**config.mk**
```make
export PLATFORM = sky130hd
export DESIGN_NAME = exec_unit
export DESIGN_NICKNAME = d
export VERILOG_FILES = /design/src/rtl/exec_unit.sv
export SDC_FILE = /design/constraint.sdc
export NUM_CORES = 1
export LEC_CHECK = 0
export ABC_AREA = 1
export CORE_ASPECT_RATIO = 1.2
export CORE_MARGIN = 2
export CORE_UTILIZATION = 45
export CTS_CLUSTER_DIAMETER = 200
export DETAILED_ROUTE_END_ITERATION = 12
export SETUP_SLACK_MARGIN = 0.2
export SKIP_LAST_GASP = 1
export SYNTH_ARGS = -nofsm -noshare
export SYNTH_HDL_FRONTEND = slang
export SYNTH_SLANG_ARGS = --single-unit
```
**constraint.sdc**
```tcl
create_clock -name clk -period 3 [get_ports clk]
set_clock_uncertainty 0.1 [all_clocks]
set_input_delay 0.6 -clock clk [delete_from_list [all_inputs] [get_ports clk]]
set_output_delay 0.6 -clock clk [all_outputs]
set_load 0.05 [all_outputs]
```
**src/rtl/exec_unit.sv**
```systemverilog
// Execute stage between the register-file read ports and its write port.
// ALU ops finish in one cycle; variable shifts and 8x8 multiply iterate and hold busy.
module exec_unit #(
    parameter int DATA_W = 8,
    parameter int ADDR_W = 4
) (
    input  logic              clk,
    input  logic              reset,
    input  logic              start,
    input  logic [2:0]        op,
    input  logic [DATA_W-1:0] src_a,
    input  logic [DATA_W-1:0] src_b,
    input  logic [ADDR_W-1:0] dst,
    output logic              busy,
    output logic              wb_en,
    output logic [ADDR_W-1:0] wb_addr,
    output logic [DATA_W-1:0] wb_val,
    output logic              carry,
    output logic              zero,
    output logic [1:0]        dbg_state
);

    localparam logic [2:0] OP_ADD = 3'd0;
    localparam logic [2:0] OP_SUB = 3'd1;
    localparam logic [2:0] OP_AND = 3'd2;
    localparam logic [2:0] OP_XOR = 3'd3;
    localparam logic [2:0] OP_MOV = 3'd4;
    localparam logic [2:0] OP_LSL = 3'd5;
    localparam logic [2:0] OP_LSR = 3'd6;
    localparam logic [2:0] OP_MUL = 3'd7;

    typedef enum logic [1:0] {
        ST_IDLE  = 2'd0,
        ST_SHIFT = 2'd1,
        ST_MUL   = 2'd2
    } state_e;

    state_e                state_q, state_d;
    logic [3:0]            cnt_q, cnt_d;
    logic                  dir_q, dir_d;
    logic [ADDR_W-1:0]     dst_q, dst_d;
    logic [DATA_W-1:0]     work_q, work_d;
    logic [2*DATA_W-1:0]   acc_q, acc_d;
    logic [2*DATA_W-1:0]   mcand_q, mcand_d;
    logic                  wb_en_q, wb_en_d;
    logic [ADDR_W-1:0]     wb_addr_q, wb_addr_d;
    logic [DATA_W-1:0]     wb_val_q, wb_val_d;
    logic                  carry_q, carry_d;
    logic                  zero_q, zero_d;

    logic [DATA_W:0]       sum;
    logic [DATA_W-1:0]     res;
    logic                  res_c;
    logic                  single;
    logic [DATA_W-1:0]     sh_nx;
    logic                  sh_out;
    logic [2*DATA_W-1:0]   acc_nx;

    // Handshake: start is the valid, !busy is the ready; an op transfers only when both are high.
    assign busy      = (state_q != ST_IDLE);
    assign wb_en     = wb_en_q;
    assign wb_addr   = wb_addr_q;
    assign wb_val    = wb_val_q;
    assign carry     = carry_q;
    assign zero      = zero_q;
    assign dbg_state = state_q;

    always_comb begin
        state_d   = state_q;
        cnt_d     = cnt_q;
        dir_d     = dir_q;
        dst_d     = dst_q;
        work_d    = work_q;
        acc_d     = acc_q;
        mcand_d   = mcand_q;
        wb_en_d   = 1'b0;
        wb_addr_d = wb_addr_q;
        wb_val_d  = wb_val_q;
        carry_d   = carry_q;
        zero_d    = zero_q;
        sum       = '0;
        res       = '0;
        res_c     = 1'b0;
        single    = 1'b0;

        // One iteration of the shifter (dir_q=1 is right) and of the shift-add multiplier.
        if (dir_q) begin
            sh_nx  = {1'b0, work_q[DATA_W-1:1]};
            sh_out = work_q[0];
        end else begin
            sh_nx  = {work_q[DATA_W-2:0], 1'b0};
            sh_out = work_q[DATA_W-1];
        end
        acc_nx = acc_q + (work_q[0] ? mcand_q : '0);

        case (state_q)
            ST_IDLE: begin
                if (start) begin
                    dst_d  = dst;
                    single = 1'b1;
                    case (op)
                        OP_ADD: begin
                            sum   = {1'b0, src_a} + {1'b0, src_b};
                            res   = sum[DATA_W-1:0];
                            res_c = sum[DATA_W];
                        end
                        OP_SUB: begin
                            res   = src_a - src_b;
                            res_c = (src_a >= src_b);
                        end
                        OP_AND: res = src_a & src_b;
                        OP_XOR: res = src_a ^ src_b;
                        OP_MOV: res = src_b;
                        OP_LSL, OP_LSR: begin
                            res = src_a;
                            if (src_b[2:0] != 3'd0) begin
                                single  = 1'b0;
                                state_d = ST_SHIFT;
                                cnt_d   = {1'b0, src_b[2:0]};
                                dir_d   = (op == OP_LSR);
                                work_d  = src_a;
                            end
                        end
                        OP_MUL: begin
                            single  = 1'b0;
                            state_d = ST_MUL;
                            cnt_d   = 4'(DATA_W);
                            work_d  = src_b;
                            mcand_d = {{DATA_W{1'b0}}, src_a};
                            acc_d   = '0;
                        end
                        default: ;
                    endcase
                    if (single) begin
                        wb_en_d   = 1'b1;
                        wb_addr_d = dst;
                        wb_val_d  = res;
                        carry_d   = res_c;
                        zero_d    = (res == '0);
                    end
                end
            end
            ST_SHIFT: begin
                work_d = sh_nx;
                cnt_d  = cnt_q - 4'd1;
                if (cnt_q == 4'd1) begin
                    state_d   = ST_IDLE;
                    wb_en_d   = 1'b1;
                    wb_addr_d = dst_q;
                    wb_val_d  = sh_nx;
                    carry_d   = sh_out;
                    zero_d    = (sh_nx == '0);
                end
            end
            ST_MUL: begin
                acc_d   = acc_nx;
                mcand_d = mcand_q << 1;
                work_d  = work_q >> 1;
                cnt_d   = cnt_q - 4'd1;
                if (cnt_q == 4'd1) begin
                    state_d   = ST_IDLE;
                    wb_en_d   = 1'b1;
                    wb_addr_d = dst_q;
                    wb_val_d  = acc_nx[DATA_W-1:0];
                    carry_d   = |acc_nx[2*DATA_W-1:DATA_W];
                    zero_d    = (acc_nx[DATA_W-1:0] == '0);
                end
            end
            default: state_d = ST_IDLE;
        endcase
    end

    always_ff @(posedge clk or negedge reset) begin
        if (!reset) begin
            state_q   <= ST_IDLE;
            cnt_q     <= '0;
            dir_q     <= 1'b0;
            dst_q     <= '0;
            work_q    <= '0;
            acc_q     <= '0;
            mcand_q   <= '0;
            wb_en_q   <= 1'b0;
            wb_addr_q <= '0;
            wb_val_q  <= '0;
            carry_q   <= 1'b0;
            zero_q    <= 1'b0;
        end else begin
            state_q   <= state_d;
            cnt_q     <= cnt_d;
            dir_q     <= dir_d;
            dst_q     <= dst_d;
            work_q    <= work_d;
            acc_q     <= acc_d;
            mcand_q   <= mcand_d;
            wb_en_q   <= wb_en_d;
            wb_addr_q <= wb_addr_d;
            wb_val_q  <= wb_val_d;
            carry_q   <= carry_d;
            zero_q    <= zero_d;
        end
    end

endmodule

```
==> run_results.csv <==
group,metric,value,unit
timing,finalSetupTns,0,ns
clock_network,cts_max_level,3,
worst_hold_path,hold_path.class,"primary input to async pin",
clock_network,clkTransAtPathRegs,0.06,ns
finish,final_net_count,978,
finish,final_common_cell,"nand2_1",
finish,drive_gt1_share,8.397,%
placed_design,placedCellCount,1062,
pwr,power.share.clock,19.9,%
finish,final_cell_mix,"255 x nand2_1, 139 x inv_1, 66 x o21ai_0, 66 x dfrtp_1, 55 x nand3_1",
floorplan,die_x,105.3,um
routing,drc,0,
finish,layout.cells.non_filler,1078,
timing,min_period_over_period,86.07,%
clock_network,cts_buffers,9,
pwr,vdd_ir_drop_max,0.4659,mV
timing,slew_headroom,65.78,%
yosys,async_flop_share,100.0,%
clock_network,clock_latency,0.34,ns
clock_network,cts.sinks,66,
floorplan,rows,44,
timing,clock.fmax,387.3,MHz
yosys,synth-main-ff-cell,"dfrtp_1",
yosys,synth.avg_cell_area,6.513,um^2
critical_path,crit_type,"primary input to flip-flop",
grt,overflow,0,
timing,worstMarginPinSlew,0.5125,ns
routing,num_vias,5639,
floorplan,dieArea,13220,um^2
pwr,seqPwrFrac,24.9,%
clock_network,cts-root-buf,"clkbuf_16",
routing,drt_iter0_markers,431,
timing,final.setup.worst_slack,0.4178,ns
placed_design,place_congestion,0.9932,
grt,grt_pass1_vias,5684,
pwr,powerDensity,828.7,nW/um^2
routing,firstDrtPassIters,5,
yosys,ys_seq_area_share,29.80,%
pwr,switchingPower,0.002653,W
finish,final_util,55.10,%
finish,n_antenna_cell,0,
yosys,syn_area,5543,um^2
yosys,synth_top_area_cell,"dfrtp_1",
yosys,ys_ff_latch,66,
status,outcome,"completed",
critical_path,start_kind,"primary input",
job,drv_cap,0,
yosys,syn-num-nets,917,
yosys,netlist_instances,851,
grt,grt_max_degree,67,
placed_design,dp_hpwl,13180,um
critical_path,cp.required,3.18,ns
grt,grt.total_usage,26.17,%
finish,area_delta_synth_final,19.84,%
floorplan,core,12060,um^2
timing,layout_min_cycle_time,2.582,ns
critical_path,crit_fanout,3,
pwr,combPwrFrac,55.2,%
floorplan,die_h,125.6,um
critical_path,critPathArrivalTime,2.77,ns
yosys,ys.warnings.count,0,
yosys,synth_top_cell_area_share,29.80,%
placed_design,place_ws,0.04205,ns
clock_network,cts_tree,"built",
placed_design,port_buffers,43,
yosys,ys_types,45,
yosys,synth_edf_count,0,
grt,grt_pass1_wl,27570,um
pwr,leakagePower,3.474,nW
floorplan,num_io_pins,44,
clock_network,clk_path_buf_depth,2,
timing,drv_slew,0,
timing,hold_viol,0,
routing,antenna_left,0,
yosys,ys_top_cells_by_area,"dfrtp_1 30%, nand2_1 17%, inv_1 9.4%",
grt,antenna_found_initial,0,
clock_network,ctsHoldBuffers,0,
timing,hold_ws,0.1698,ns
routing,viasPerCell,5.231,
timing,rsz0062_at_grt,"no",
floorplan,initial_utilization,45.97,%
critical_path,cp-end-kind,"flip-flop",
routing,drt_wl_total,16760,um
timing,setup_viol,0,
pwr,swShare,48.19,%
routing,routedWlPerCell,15.55,um
pwr,p_int,0.002852,W
per-layer routing:
| layer | vias up | track usage (%) | share of wire [%] |
|---|---|---|---|
| li1 | 2856 | - | - |
| met1 | 2636 | 31.24 | 43 |
| met2 | 114 | 47.32 | 51 |
| met3 | 33 | 3.128 | 3.3 |
| met4 | 0 | 10.43 | 3.0 |
| met5 | - | 0 | 0 |
Yosys cell counts, types with 2 or more instances:
master,n
o31ai_1,3
nor2_1,53
a21o_1,2
nand3_1,55
inv_2,4
o211ai_1,15
nand2_1,256
fa_1,3
dfrtp_1,66
buf_2,7
mux2_2,4
ha_1,37
clkbuf_1,18
nor3_1,7
inv_1,139
nor2_2,2
xnor2_1,2
xor2_1,3
a31oi_1,5
o22ai_1,16
nand4_1,8
a21oi_1,42
and2_1,2
o21bai_1,2
nand2_2,2
o21ai_0,66
o21ai_1,9
nand3b_1,6
stage by stage:
stage	power, W	cell area (um^2)
after floorplan	0.003486	5543
after detailed placement	0.004402	6320
final	0.005505	6643
after CTS	0.005514	6624
after global routing	0.005901	6643
after global placement	0.004365	6320
flip-flops by register name, indices dropped and copies added, names as in the netlist:
signal and count:
carry 1, wb_addr 4, dst_q 4, cnt_q 4
mcand_q 16, wb_en 1, dir_q 1, dbg_state 2
work_q 8, wb_val 8, zero 1, acc_q 16
power groups by stage:
stage	Combinational, W	Sequential (W)	Clock, W
CTS	0.00303	0.00137	0.00111
finish	0.00304	0.00137	0.00110
detailed placement	0.00302	0.00138	0
floorplan	0.00181	0.00167	0
global placement	0.00299	0.00137	0
global route	0.00335	0.00141	0.00114
what timing repair did:
item	4_1_cts	5_1_grt
endpoints found under the setup margin	0	3
setup buffers	0	0
gates resized for setup	0	7
critical path, cell delays in order:
cell             delay [ns]
clkdlybuf4s50_1        0.51
ha_1                   0.18
inv_1                  0.06
fa_1                   0.38
nand3b_1               0.21
nand2_1                0.12
nand2_1                0.07
nand2_1                0.06
nand2_1                0.06
nand2_1                0.07
a21oi_1                0.05
o21ai_0                0.16
nand2_1                0.08
inv_1                  0.05
nand2_1                0.04
nand2_1                0.05
kinds of logic after synthesis:
kind of cell	count (synthesis)	share of synthesized area [%]
compound gates	165	16.66
buf+inv	172	12.01
fa+ha+maj	40	9.436
flops	66	29.80
xor+xnor	5	0.7902
mux	4	0.8126
simple gates	399	30.50
layout make-up:
type | instances | area (um^2)
fillers | 1188 | 5414
multi-input cells | 613 | 3242
flip-flops and latches | 66 | 1652
repair buffers | 78 | 703.2
inverters | 144 | 540.5
clock buffers | 10 | 239.0
well taps | 161 | 201.4
clock inverters | 6 | 65.06
final timing paths:
kind,cells after the start,startpoint,slack (ns),to
worst max-delay path,16,src_b[0],0.42,carry
worst min register to register,2,wb_val[3],0.39,wb_val[3]
worst max register to register,19,work_q[0],0.42,carry
worst min-delay path,2,reset,0.17,wb_val[4]
min in group clk,2,wb_val[3],0.39,wb_val[3]
max in group asynchronous,2,reset,2.30,work_q[3]
Note: power is estimated with default switching activity, not from simulation.
